--- src/rtl/retire_trace_pkg.sv ---
// Shared definitions for the retire trace buffer: record kinds, capture FSM states and record layout.
// Defining RETIRE_TRACE_CYCLE_STAMP_EN adds a cycle stamp field to every record.
package retire_trace_pkg;

  // Record counters are carried at this width; the top's CNT_W must not exceed it.
  localparam int REC_CNT_W = 32;

  typedef enum logic [2:0] {
    KIND_NOP   = 3'd0,
    KIND_REG   = 3'd1,
    KIND_LOAD  = 3'd2,
    KIND_STORE = 3'd3,
    KIND_HALT  = 3'd4
  } recKindE;

  typedef enum logic [1:0] {
    RUN     = 2'd0,
    HALTING = 2'd1,
    DONE    = 2'd2
  } traceStateE;

  typedef struct packed {
`ifdef RETIRE_TRACE_CYCLE_STAMP_EN
    logic [REC_CNT_W-1:0] cycle;
`endif
    recKindE              kind;
    logic [REC_CNT_W-1:0] inum;
    logic [15:0]          pc;
    logic [3:0]           rd;
    logic [15:0]          value;
    logic [15:0]          addr;
  } traceRecT;

  localparam int REC_W = $bits(traceRecT);

  // A register write wins over halt, which wins over a store.
  function automatic recKindE classify(input logic regWrite, input logic memRead,
                                       input logic halt, input logic memWrite);
    recKindE kind;
    kind = KIND_NOP;
    if (regWrite) begin
      if (memRead) kind = KIND_LOAD;
      else         kind = KIND_REG;
    end else if (halt) begin
      kind = KIND_HALT;
    end else if (memWrite) begin
      kind = KIND_STORE;
    end
    return kind;
  endfunction

endpackage

--- src/rtl/trace_fifo.sv ---
// Synchronous FIFO for trace records; pointers carry an extra MSB so full and empty differ.
module trace_fifo #(
  parameter int DEPTH = 8,
  parameter int WIDTH = 8
) (
  input  logic                     clk,
  input  logic                     rst,
  input  logic                     push,
  input  logic                     pop,
  input  logic [WIDTH-1:0]         wdata,
  output logic [WIDTH-1:0]         rdata,
  output logic                     full,
  output logic                     empty,
  output logic [$clog2(DEPTH):0]   count
);

  localparam int AW = $clog2(DEPTH);
  localparam logic [AW:0] PTR_ONE = {{AW{1'b0}}, 1'b1};

  logic [WIDTH-1:0] mem [DEPTH];
  logic [AW:0]      wrPtr;
  logic [AW:0]      rdPtr;
  logic             doPush;
  logic             doPop;

  assign empty  = (wrPtr == rdPtr);
  assign full   = (wrPtr[AW] != rdPtr[AW]) && (wrPtr[AW-1:0] == rdPtr[AW-1:0]);
  assign count  = wrPtr - rdPtr;
  assign doPush = push && !full;
  assign doPop  = pop && !empty;
  assign rdata  = mem[rdPtr[AW-1:0]];

  always_ff @(posedge clk or negedge rst) begin
    if (!rst) begin
      wrPtr <= '0;
      rdPtr <= '0;
    end else begin
      if (doPush) wrPtr <= wrPtr + PTR_ONE;
      if (doPop)  rdPtr <= rdPtr + PTR_ONE;
    end
  end

  // Storage needs no reset: the read side is masked while empty.
  always_ff @(posedge clk) begin
    if (doPush) mem[wrPtr[AW-1:0]] <= wdata;
  end

endmodule

--- src/rtl/retire_trace_buffer.sv ---
// Retire trace capture: classifies retirements, numbers them, buffers records and runs the halt/watchdog FSM.
// Optional RETIRE_TRACE_CYCLE_STAMP_EN adds the rec_cycle output (cycle_count at push).
module retire_trace_buffer
  import retire_trace_pkg::*;
#(
  parameter int DEPTH          = 8,
  parameter int CNT_W          = 32,
  parameter int TIMEOUT_CYCLES = 100000
) (
  input  logic             clk,
  input  logic             rst,
  input  logic             ret_valid,
  input  logic [15:0]      ret_pc,
  input  logic [15:0]      ret_inst,
  input  logic             ret_regwrite,
  input  logic [3:0]       ret_reg,
  input  logic [15:0]      ret_wdata,
  input  logic             ret_memread,
  input  logic             ret_memwrite,
  input  logic [15:0]      ret_addr,
  input  logic [15:0]      ret_mdata,
  input  logic             ret_halt,
  output logic             cpu_stall,
  output logic             rec_valid,
  input  logic             rec_ready,
  output logic [2:0]       rec_kind,
  output logic [CNT_W-1:0] rec_inum,
  output logic [15:0]      rec_pc,
  output logic [3:0]       rec_reg,
  output logic [15:0]      rec_value,
  output logic [15:0]      rec_addr,
`ifdef RETIRE_TRACE_CYCLE_STAMP_EN
  output logic [CNT_W-1:0] rec_cycle,
`endif
  output logic [CNT_W-1:0] inst_count,
  output logic [CNT_W-1:0] cycle_count,
  output logic             timeout,
  output logic             done,
  output traceStateE       dbgState
);

  localparam int AW = $clog2(DEPTH);
  localparam logic [CNT_W-1:0] CNT_ONE     = {{(CNT_W-1){1'b0}}, 1'b1};
  localparam logic [CNT_W-1:0] TIMEOUT_VAL = CNT_W'(TIMEOUT_CYCLES);
  localparam logic [AW:0]      LAST_ONE    = {{AW{1'b0}}, 1'b1};

  traceStateE       stateQ, stateD;
  logic [CNT_W-1:0] instQ, cycleQ;
  logic             timeoutQ, timeoutSet;
  logic             accept, pop;
  logic             fifoFull, fifoEmpty;
  logic [AW:0]      fifoCount;
  traceRecT         recIn, recRd, recOut;
  logic             unusedInst;

  // The instruction word is not part of the record.
  assign unusedInst = ^ret_inst;

  assign accept     = ret_valid && !fifoFull && (stateQ == RUN);
  assign pop        = !fifoEmpty && rec_ready;
  assign timeoutSet = !timeoutQ && (stateQ != DONE) && ((cycleQ + CNT_ONE) == TIMEOUT_VAL);

  always_comb begin
    recIn      = '0;
    recIn.kind = classify(ret_regwrite, ret_memread, ret_halt, ret_memwrite);
    recIn.inum = REC_CNT_W'(instQ);
    recIn.pc   = ret_pc;
`ifdef RETIRE_TRACE_CYCLE_STAMP_EN
    recIn.cycle = REC_CNT_W'(cycleQ);
`endif
    unique case (recIn.kind)
      KIND_REG: begin
        recIn.rd    = ret_reg;
        recIn.value = ret_wdata;
      end
      KIND_LOAD: begin
        recIn.rd    = ret_reg;
        recIn.value = ret_wdata;
        recIn.addr  = ret_addr;
      end
      KIND_STORE: begin
        recIn.value = ret_mdata;
        recIn.addr  = ret_addr;
      end
      default: ;
    endcase
  end

  trace_fifo #(
    .DEPTH (DEPTH),
    .WIDTH (REC_W)
  ) fifo (
    .clk   (clk),
    .rst   (rst),
    .push  (accept),
    .pop   (pop),
    .wdata (recIn),
    .rdata (recRd),
    .full  (fifoFull),
    .empty (fifoEmpty),
    .count (fifoCount)
  );

  // The watchdog overrides every other transition and stops capture for good.
  always_comb begin
    stateD = stateQ;
    unique case (stateQ)
      RUN:     if (accept && (recIn.kind == KIND_HALT)) stateD = HALTING;
      HALTING: if (pop && (fifoCount == LAST_ONE)) stateD = DONE;
      DONE:    stateD = DONE;
      default: stateD = RUN;
    endcase
    if (timeoutSet) stateD = DONE;
  end

  always_ff @(posedge clk or negedge rst) begin
    if (!rst) begin
      stateQ   <= RUN;
      instQ    <= '0;
      cycleQ   <= '0;
      timeoutQ <= 1'b0;
    end else begin
      stateQ <= stateD;
      if (accept)          instQ    <= instQ + CNT_ONE;
      if (stateQ != DONE)  cycleQ   <= cycleQ + CNT_ONE;
      if (timeoutSet)      timeoutQ <= 1'b1;
    end
  end

  assign recOut      = fifoEmpty ? '0 : recRd;
  assign cpu_stall   = fifoFull;
  assign rec_valid   = !fifoEmpty;
  assign rec_kind    = recOut.kind;
  assign rec_inum    = recOut.inum[CNT_W-1:0];
  assign rec_pc      = recOut.pc;
  assign rec_reg     = recOut.rd;
  assign rec_value   = recOut.value;
  assign rec_addr    = recOut.addr;
`ifdef RETIRE_TRACE_CYCLE_STAMP_EN
  assign rec_cycle   = recOut.cycle[CNT_W-1:0];
`endif
  assign inst_count  = instQ;
  assign cycle_count = cycleQ;
  assign timeout     = timeoutQ;
  assign done        = (stateQ == DONE) && fifoEmpty;
  assign dbgState    = stateQ;

endmodule

--- config.mk ---
export PLATFORM = sky130hd
export DESIGN_NAME = retire_trace_buffer
export DESIGN_NICKNAME = d
export VERILOG_FILES = /design/src/rtl/retire_trace_pkg.sv /design/src/rtl/trace_fifo.sv /design/src/rtl/retire_trace_buffer.sv
export SDC_FILE = /design/constraint.sdc
export NUM_CORES = 1
export LEC_CHECK = 0
export CORE_AREA = 2 2 237 239
export DETAILED_ROUTE_END_ITERATION = 10
export DIE_AREA = 0 0 239 241
export HOLD_SLACK_MARGIN = 0.15
export PLACE_DENSITY = 0.79
export SLEW_MARGIN = 20
export SYNTH_ARGS = -nofsm -noshare
export SYNTH_HDL_FRONTEND = slang
export SYNTH_HIERARCHICAL = 1
export SYNTH_SLANG_ARGS = --single-unit
--- constraint.sdc ---
create_clock -name clk -period 13.85 [get_ports clk]
set_clock_uncertainty 0.2 [all_clocks]
set_input_delay 2.0775 -clock clk [delete_from_list [all_inputs] [get_ports clk]]
set_output_delay 2.0775 -clock clk [all_outputs]
set_load 0.05 [all_outputs]
==> impl_metrics.py, run 1 <==
metrics = {
    "pwr": {
        "ir_worst_vdd_mv": 0.1405,
        "pwr-share-clk": 0.301,
        "combinationalPowerShare": 0.288,
        "power.switching_w": 0.002028,
        "power_leakage_nw": 12.69,
        "pwr-share-seq": 0.410,
        "powerDensity_mw_per_mm2": 174.2,
        "sw_frac_of_total": 0.3180,
        "cellInternalPower_w": 0.004348,
    },
    "sta": {
        "totalNegativeSetupSlack_ps": 0,
        "slew-limit-headroom": 0.2985,
        "fin_crit_sh": 0.5212,
        "maxSlewViolCount": 0,
        "setup_ws_ps": 6632,
        "timing_hold_violations_final": 0,
        "fmaxAchievable_mhz": 138.5,
        "rsz0062_at_grt": "false",
        "min_period_ps": 7218,
        "setup_viol": 0,
        "worst_pin_slew_ps": 1052,
    },
    "detailed_routing": {
        "wl_per_cell_um": 24.08,
        "routed_via_density": 5.997,
        "postRouteAntennaNets": 0,
        "top_layer": "met4",
        "met3WireLength_um": 4572,
        "met1_length_um": 27180,
        "wl_um": 66880,
        "wl_met2_um": 33680,
        "drt_iter0_drc": 1447,
        "vias": 16655,
        "drc": 0,
        "dr.pass1.iters": 5,
    },
    "place": {
        "pre_cts_slack_ps": 6932,
        "post-place-cells": 2643,
        "place_congestion": 0.8585,
        "dpl.hpwl_um": 36150,
        "port_buffers": 232,
    },
    "global_routing": {
        "grt_max_degree": 76,
        "antenna_found_initial": 1,
        "grt_usage": 0.2387,
        "grt_pass1_wl_um": 103000,
        "grt_pass1_vias": 17363,
        "grt_overflow_total": 0,
    },
    "cells_and_area": {
        "drive_gt1_frac": 0.1588,
        "fillers": 3565,
        "area_growth_syn_to_layout_pct": 16.10,
        "finalNetCount": 2121,
        "layout_commonest_cell": "edfxtp_1",
        "final_cell_mix": "edfxtp_1, nand2_1, clkdlybuf4s50_1",
        "multiInputGateArea_mm2": 0.007996,
        "stdcell_count": 2777,
        "regArea_mm2": 0.02279,
    },
    "setup_path": {
        "critical_path_arrival_ps": 4940,
        "path_class": "flop to primary output",
        "worstRegToRegCells": 11,
        "r2r_end": "inst_count[31]$_DFFE_PN0P_",
        "ff2ff_setup_slack_ps": 8860,
        "cp.required_ps": 11570,
        "worstSetupStartpointType": "flop",
        "path_max_fanout": 60,
        "crit_path_end_kind": "primary output",
        "r2r-start": "fifo/rdPtr[2]$_DFFE_PN0P_",
    },
    "logic_synthesis": {
        "ys_warn_count": 6,
        "yosysUniqueCellTypes": 62,
        "ys_ff_latch": 771,
        "synthCells": 1801,
        "seq_area_frac_synth": 0.7226,
        "avgSynthCellArea_um2": 17.50,
        "syn_nets": 1904,
        "async_flop_share": 0.09728,
        "synth_edf_count": 696,
        "synth_area_mm2": 0.03152,
        "synth_flop_cell": "edfxtp_1",
    },
    "cts": {
        "htree_levels": 3,
        "clk_pin_slew_worst_paths_ps": 60,
        "cts_hold_buf": 0,
        "cts_buffer_depth": 3,
        "worstSkewPairLatency_ps": 600,
        "cts_buffers": 76,
        "clock_sinks": 771,
        "post_cts.repair.setup_buffers": 0,
        "cts_tree": "built",
        "ctsResizeCount": 0,
        "cts-root-buf": "clkbuf_16",
    },
    "hold_path": {
        "holdCritStartpoint": "fifo/rdPtr[3]$_DFFE_PN0P_",
        "hp-class": "flop to flop",
        "hold_end": "fifo/rdPtr[3]$_DFFE_PN0P_",
        "hold_depth": 1,
    },
    "run_status": {
        "status": "finished, final reports clean",
    },
    "floorplan": {
        "die_w_um": 239,
        "die_height_um": 241,
        "initial_utilization": 0.5744,
        "rows": 86,
        "die-area_mm2": 0.05760,
        "coreArea_mm2": 0.05488,
        "pin_count": 249,
    },
    "job": {
        "drv_cap": 0,
    },
}
[per-layer routing]
metal,GRT usage,up-vias
met3,0.04015,100
li1,-,7297
met4,0.07064,0
met2,0.4020,646
met1,0.3258,8612
met5,0,-
[flip-flops by register name, indices dropped and copies added, names as in the netlist]
| signal | count |
|---|---|
| fifo/mem | 696 |
| cycle_count | 32 |
| inst_count | 32 |
| fifo/rdPtr | 4 |
| fifo/wrPtr | 4 |
| dbgState | 2 |
| timeout | 1 |
[how the worst max path moves through the flow]
stage | slack, ps | start | endpoint | depth (start not counted)
2_1_floorplan | 2070 | ret_valid | fifo/mem[0][0]$_DFFE_PP_ | 4
3_3_place_gp | 6910 | fifo/rdPtr[0]$_DFFE_PN0P_ | rec_inum[1] | 7
4_1_cts | 6260 | fifo/rdPtr[0]$_DFFE_PN0P_ | rec_inum[1] | 7
6_report | 6630 | fifo/rdPtr[2]$_DFFE_PN0P_ | rec_inum[1] | 7
3_5_place_dp | 6930 | fifo/rdPtr[0]$_DFFE_PN0P_ | rec_inum[1] | 7
5_1_grt | 6300 | fifo/rdPtr[2]$_DFFE_PN0P_ | rec_inum[1] | 7
[critical path, stage by stage (launching register included)]
cell and delay (ps):
dfrtp_4 690, inv_4 300, ha_1 420, nand3_1 230, nor2_4 810, buf_4 790
nor2b_1 250, clkdlybuf4s50_1 770
[per-stage QoR]
stage / hold slack, ps / cell area (um2) / power, W / utilization
after detailed placement: 305.5 / 34260 / 0.004518 / 0.6243
after CTS: 326.0 / 36570 / 0.006439 / 0.6663
final: 330.3 / 36600 / 0.006376 / 0.6669
after global placement: 304.7 / 34260 / 0.004509 / 0.6243
after floorplan: 297.7 / 31520 / 0.004007 / -
after global routing: 351.5 / 36600 / 0.006630 / 0.6669
[Yosys cell counts, types with 2 or more instances]
cell type / count / area share
xnor2_1: 48 / 0.013
nand3_2: 2 / 0.00064
mux4_2: 174 / 0.12
buf_1: 10 / 0.0012
nor3_1: 24 / 0.0038
and2_1: 24 / 0.0048
nand3b_1: 2 / 0.00048
nor3b_1: 2 / 0.00048
and4_1: 3 / 0.00083
and3_1: 6 / 0.0012
o31a_1: 2 / 0.00056
nand4b_1: 3 / 0.00083
a22o_1: 16 / 0.0044
nor4_1: 10 / 0.0020
nor4b_1: 4 / 0.0011
a311oi_1: 2 / 0.00056
nand2_1: 306 / 0.036
buf_2: 25 / 0.0040
buf_4: 35 / 0.0083
nor2b_1: 89 / 0.018
o311ai_0: 2 / 0.00056
ha_1: 10 / 0.0040
nand2b_1: 3 / 0.00060
buf_6: 16 / 0.0057
a21o_1: 3 / 0.00071
nand4_1: 18 / 0.0036
or4_4: 2 / 0.00071
or3_1: 3 / 0.00060
a21oi_1: 8 / 0.0013
o21ai_0: 5 / 0.00079
mux2i_1: 2 / 0.00064
edfxtp_1: 696 / 0.66
inv_1: 18 / 0.0021
mux2_2: 3 / 0.0011
dfrtp_1: 75 / 0.060
xor2_1: 30 / 0.0083
clkbuf_1: 35 / 0.0042
nor2_1: 33 / 0.0039
nand3_1: 29 / 0.0046
[power by group through the flow]
stage	Sequential [W]	Clock (W)	Combinational, W
after detailed placement	0.00267	0	0.00185
after floorplan	0.00258	0	0.00142
after global routing	0.00262	0.00205	0.00196
after global placement	0.00267	0	0.00184
after CTS	0.00262	0.00196	0.00186
final	0.00262	0.00192	0.00184
[area by class of cell]
type / instances / area share
antenna: 1 / 0.00006838
clock buffer: 101 / 0.05682
clock inverter: 31 / 0.006154
inverter: 19 / 0.002017
multi-input combinational: 890 / 0.2185
sequential: 771 / 0.6227
tap: 704 / 0.02407
timing repair buffer: 260 / 0.06968
[logic make-up after synthesis]
kind of cell / count (synthesis) / synth area share
adders and majority gates: 11 / 0.004605
and+or+nand+nor: 570 / 0.08622
buffers and inverters: 140 / 0.02564
DFF: 771 / 0.7226
AOI/OAI and AO/OA: 52 / 0.01322
muxes: 179 / 0.1260
xor gates and xnor gates: 78 / 0.02167
No activity file was read; power rests on OpenSTA's default activity.
==> run 2, diff against run 1 <==
==> constraint.sdc (replaced) <==
create_clock -name clk -period 7 [get_ports clk]
set_clock_uncertainty 0.2 [all_clocks]
set_input_delay 1.05 -clock clk [delete_from_list [all_inputs] [get_ports clk]]
set_output_delay 1.05 -clock clk [all_outputs]
set_load 0.05 [all_outputs]
==> run 2 against run 1 <==
Compared with the run above: combinational power rose by 100%; core utilization rose by 0.38 points; setup slack got worse by 5400 ps; routed wire length fell by 0.19%; first-iteration DRC count rose by 3.7%; via count fell by 0.32%; die area did not move; count of clock-buffer cells in the layout rose by 2; register-to-register slack got worse by 7000 ps.
==> impl_metrics.py, run 2 (synthesis results as in run 1) <==
metrics = {
    "cts": {
        "clock_sinks": 771,
        "cts_buffers": 76,
        "clk_pin_slew_worst_paths_ps": 60,
        "cts_tree": "built",
        "cts-root-buf": "clkbuf_16",
        "ctsResizeCount": 0,
        "htree_levels": 3,
        "cts_buffer_depth": 3,
        "worstSkewPairLatency_ps": 610,
    },
    "setup_path": {
        "path_class": "flop to primary output",
        "crit_chain": "inv_4 > ha_1 > nand3_1 > nor2_4 > buf_4 > nor2b_1 > clkdlybuf4s50_1",
        "crit_path_end_kind": "primary output",
        "worstSetupStartpointType": "flop",
        "critical_path_arrival_ps": 4550,
        "critPathBufInv": 3,
        "cp_slowest_cell": "dfrtp_4",
        "worst_path_largest_cell_delay_ps": 890,
        "critPathTopFamily": "buffers and inverters",
        "path_max_fanout": 45,
        "cp.required_ps": 5750,
    },
    "cells_and_area": {
        "multiInputGateArea_mm2": 0.008011,
        "layout_commonest_cell": "edfxtp_1",
        "area_growth_syn_to_layout_pct": 16.76,
        "drive_gt1_frac": 0.1623,
        "final_cell_mix": "edfxtp_1, nand2_1, clkdlybuf4s50_1",
        "largest_reg_flops": 696,
        "fillers": 3527,
        "stdcell_count": 2781,
        "antennaDiodeCount": 0,
        "utilization": 0.6707,
        "finalNetCount": 2123,
        "regArea_mm2": 0.02279,
        "stdcell_area_mm2": 0.03680,
    },
    "place": {
        "place_area_mm2": 0.03433,
        "place_congestion": 0.8502,
        "post-place-cells": 2644,
        "port_buffers": 232,
        "dpl.hpwl_um": 36100,
    },
    "floorplan": {
        "initial_utilization": 0.5744,
        "die_w_um": 239,
        "rows": 86,
        "die_height_um": 241,
        "pin_count": 249,
        "coreArea_mm2": 0.05488,
        "die-area_mm2": 0.05760,
    },
    "detailed_routing": {
        "drc": 0,
        "wl_um": 66750,
        "vias": 16602,
        "routed_via_density": 5.970,
        "wl_met2_um": 34000,
        "wl_per_cell_um": 24.00,
        "drt_iter0_drc": 1501,
        "top_layer": "met5",
        "dr.pass1.iters": 5,
        "postRouteAntennaNets": 0,
        "met1_length_um": 26630,
        "met3WireLength_um": 4799,
    },
    "sta": {
        "min_period_ps": 5802,
        "fmaxAchievable_mhz": 172.4,
        "rsz0062_at_grt": "false",
        "worst_pin_slew_ps": 1156,
        "slew-limit-headroom": 0.2295,
        "setup_viol": 0,
        "fin_crit_sh": 0.8289,
        "totalNegativeSetupSlack_ps": 0,
        "maxSlewViolCount": 0,
        "timing_hold_violations_final": 0,
    },
    "global_routing": {
        "grt_pass1_wl_um": 101900,
        "grt_pass1_vias": 17106,
        "grt_max_degree": 179,
        "grt_usage": 0.2376,
        "grt_overflow_total": 0,
        "antenna_found_initial": 2,
    },
    "run_status": {
        "status": "finished, final reports clean",
    },
    "job": {
        "drv_cap": 0,
    },
    "pwr": {
        "power_leakage_nw": 12.78,
        "ir_worst_vdd_mv": 0.3384,
        "total_power_w": 0.01281,
        "powerDensity_mw_per_mm2": 348.0,
    },
    "hold_path": {
        "hp-class": "flop to flop",
    },
}
-- run 2: stage by stage --
step,hold WS (ps),worst slack (ps)
after floorplan,297.7,-2207
after global placement,310.3,1817
after detailed placement,310.2,1751
after CTS,334.4,1076
after global routing,355.3,940.3
final,335.0,1198
-- run 2: power by group --
group / switching [W] / leakage, nW / internal [W]
clock: 0.00164 / 1.19 / 0.00235
sequential: 0.000119 / 7.54 / 0.00501
combinational: 0.00227 / 4.05 / 0.00142
total: 0.00403 / 12.8 / 0.00878
-- run 2: final timing paths --
check	startpoint	to	slack, ps	cells after the start
min in group asynchronous	rst	cycle_count[13]$_DFFE_PN0N_	680	2
setup reg to reg	fifo/rdPtr[2]$_DFFE_PN0P_	inst_count[31]$_DFFE_PN0P_	1830	11
hold reg to reg	fifo/wrPtr[3]$_DFFE_PN0P_	fifo/wrPtr[3]$_DFFE_PN0P_	330	1
setup / recovery	fifo/rdPtr[2]$_DFFE_PN0P_	rec_addr[13]	1200	7
hold / removal	fifo/wrPtr[3]$_DFFE_PN0P_	fifo/wrPtr[3]$_DFFE_PN0P_	330	1
max in group asynchronous	rst	fifo/rdPtr[2]$_DFFE_PN0P_	5310	3
-- run 2: layer usage --
metal	global-route usage	up-vias
met5	0	-
met4	0.06686	2
met3	0.04140	88
met2	0.4023	624
met1	0.3228	8596
li1	-	7292
-- run 2: what timing repair did --
action / in CTS / in global routing
endpoints found under the hold margin: 0 / 7
setup buffers: 0 / 0
hold buffers: 0 / 1
-- run 2: cell type report --
cell class              instances  area share
well taps                     704     0.02393
multi-input cells             890      0.2177
flip-flops and latches        771      0.6192
inverters                      19    0.002006
repair buffers                262     0.07112
clock buffers                 103     0.05779
clock inverters                32    0.008295
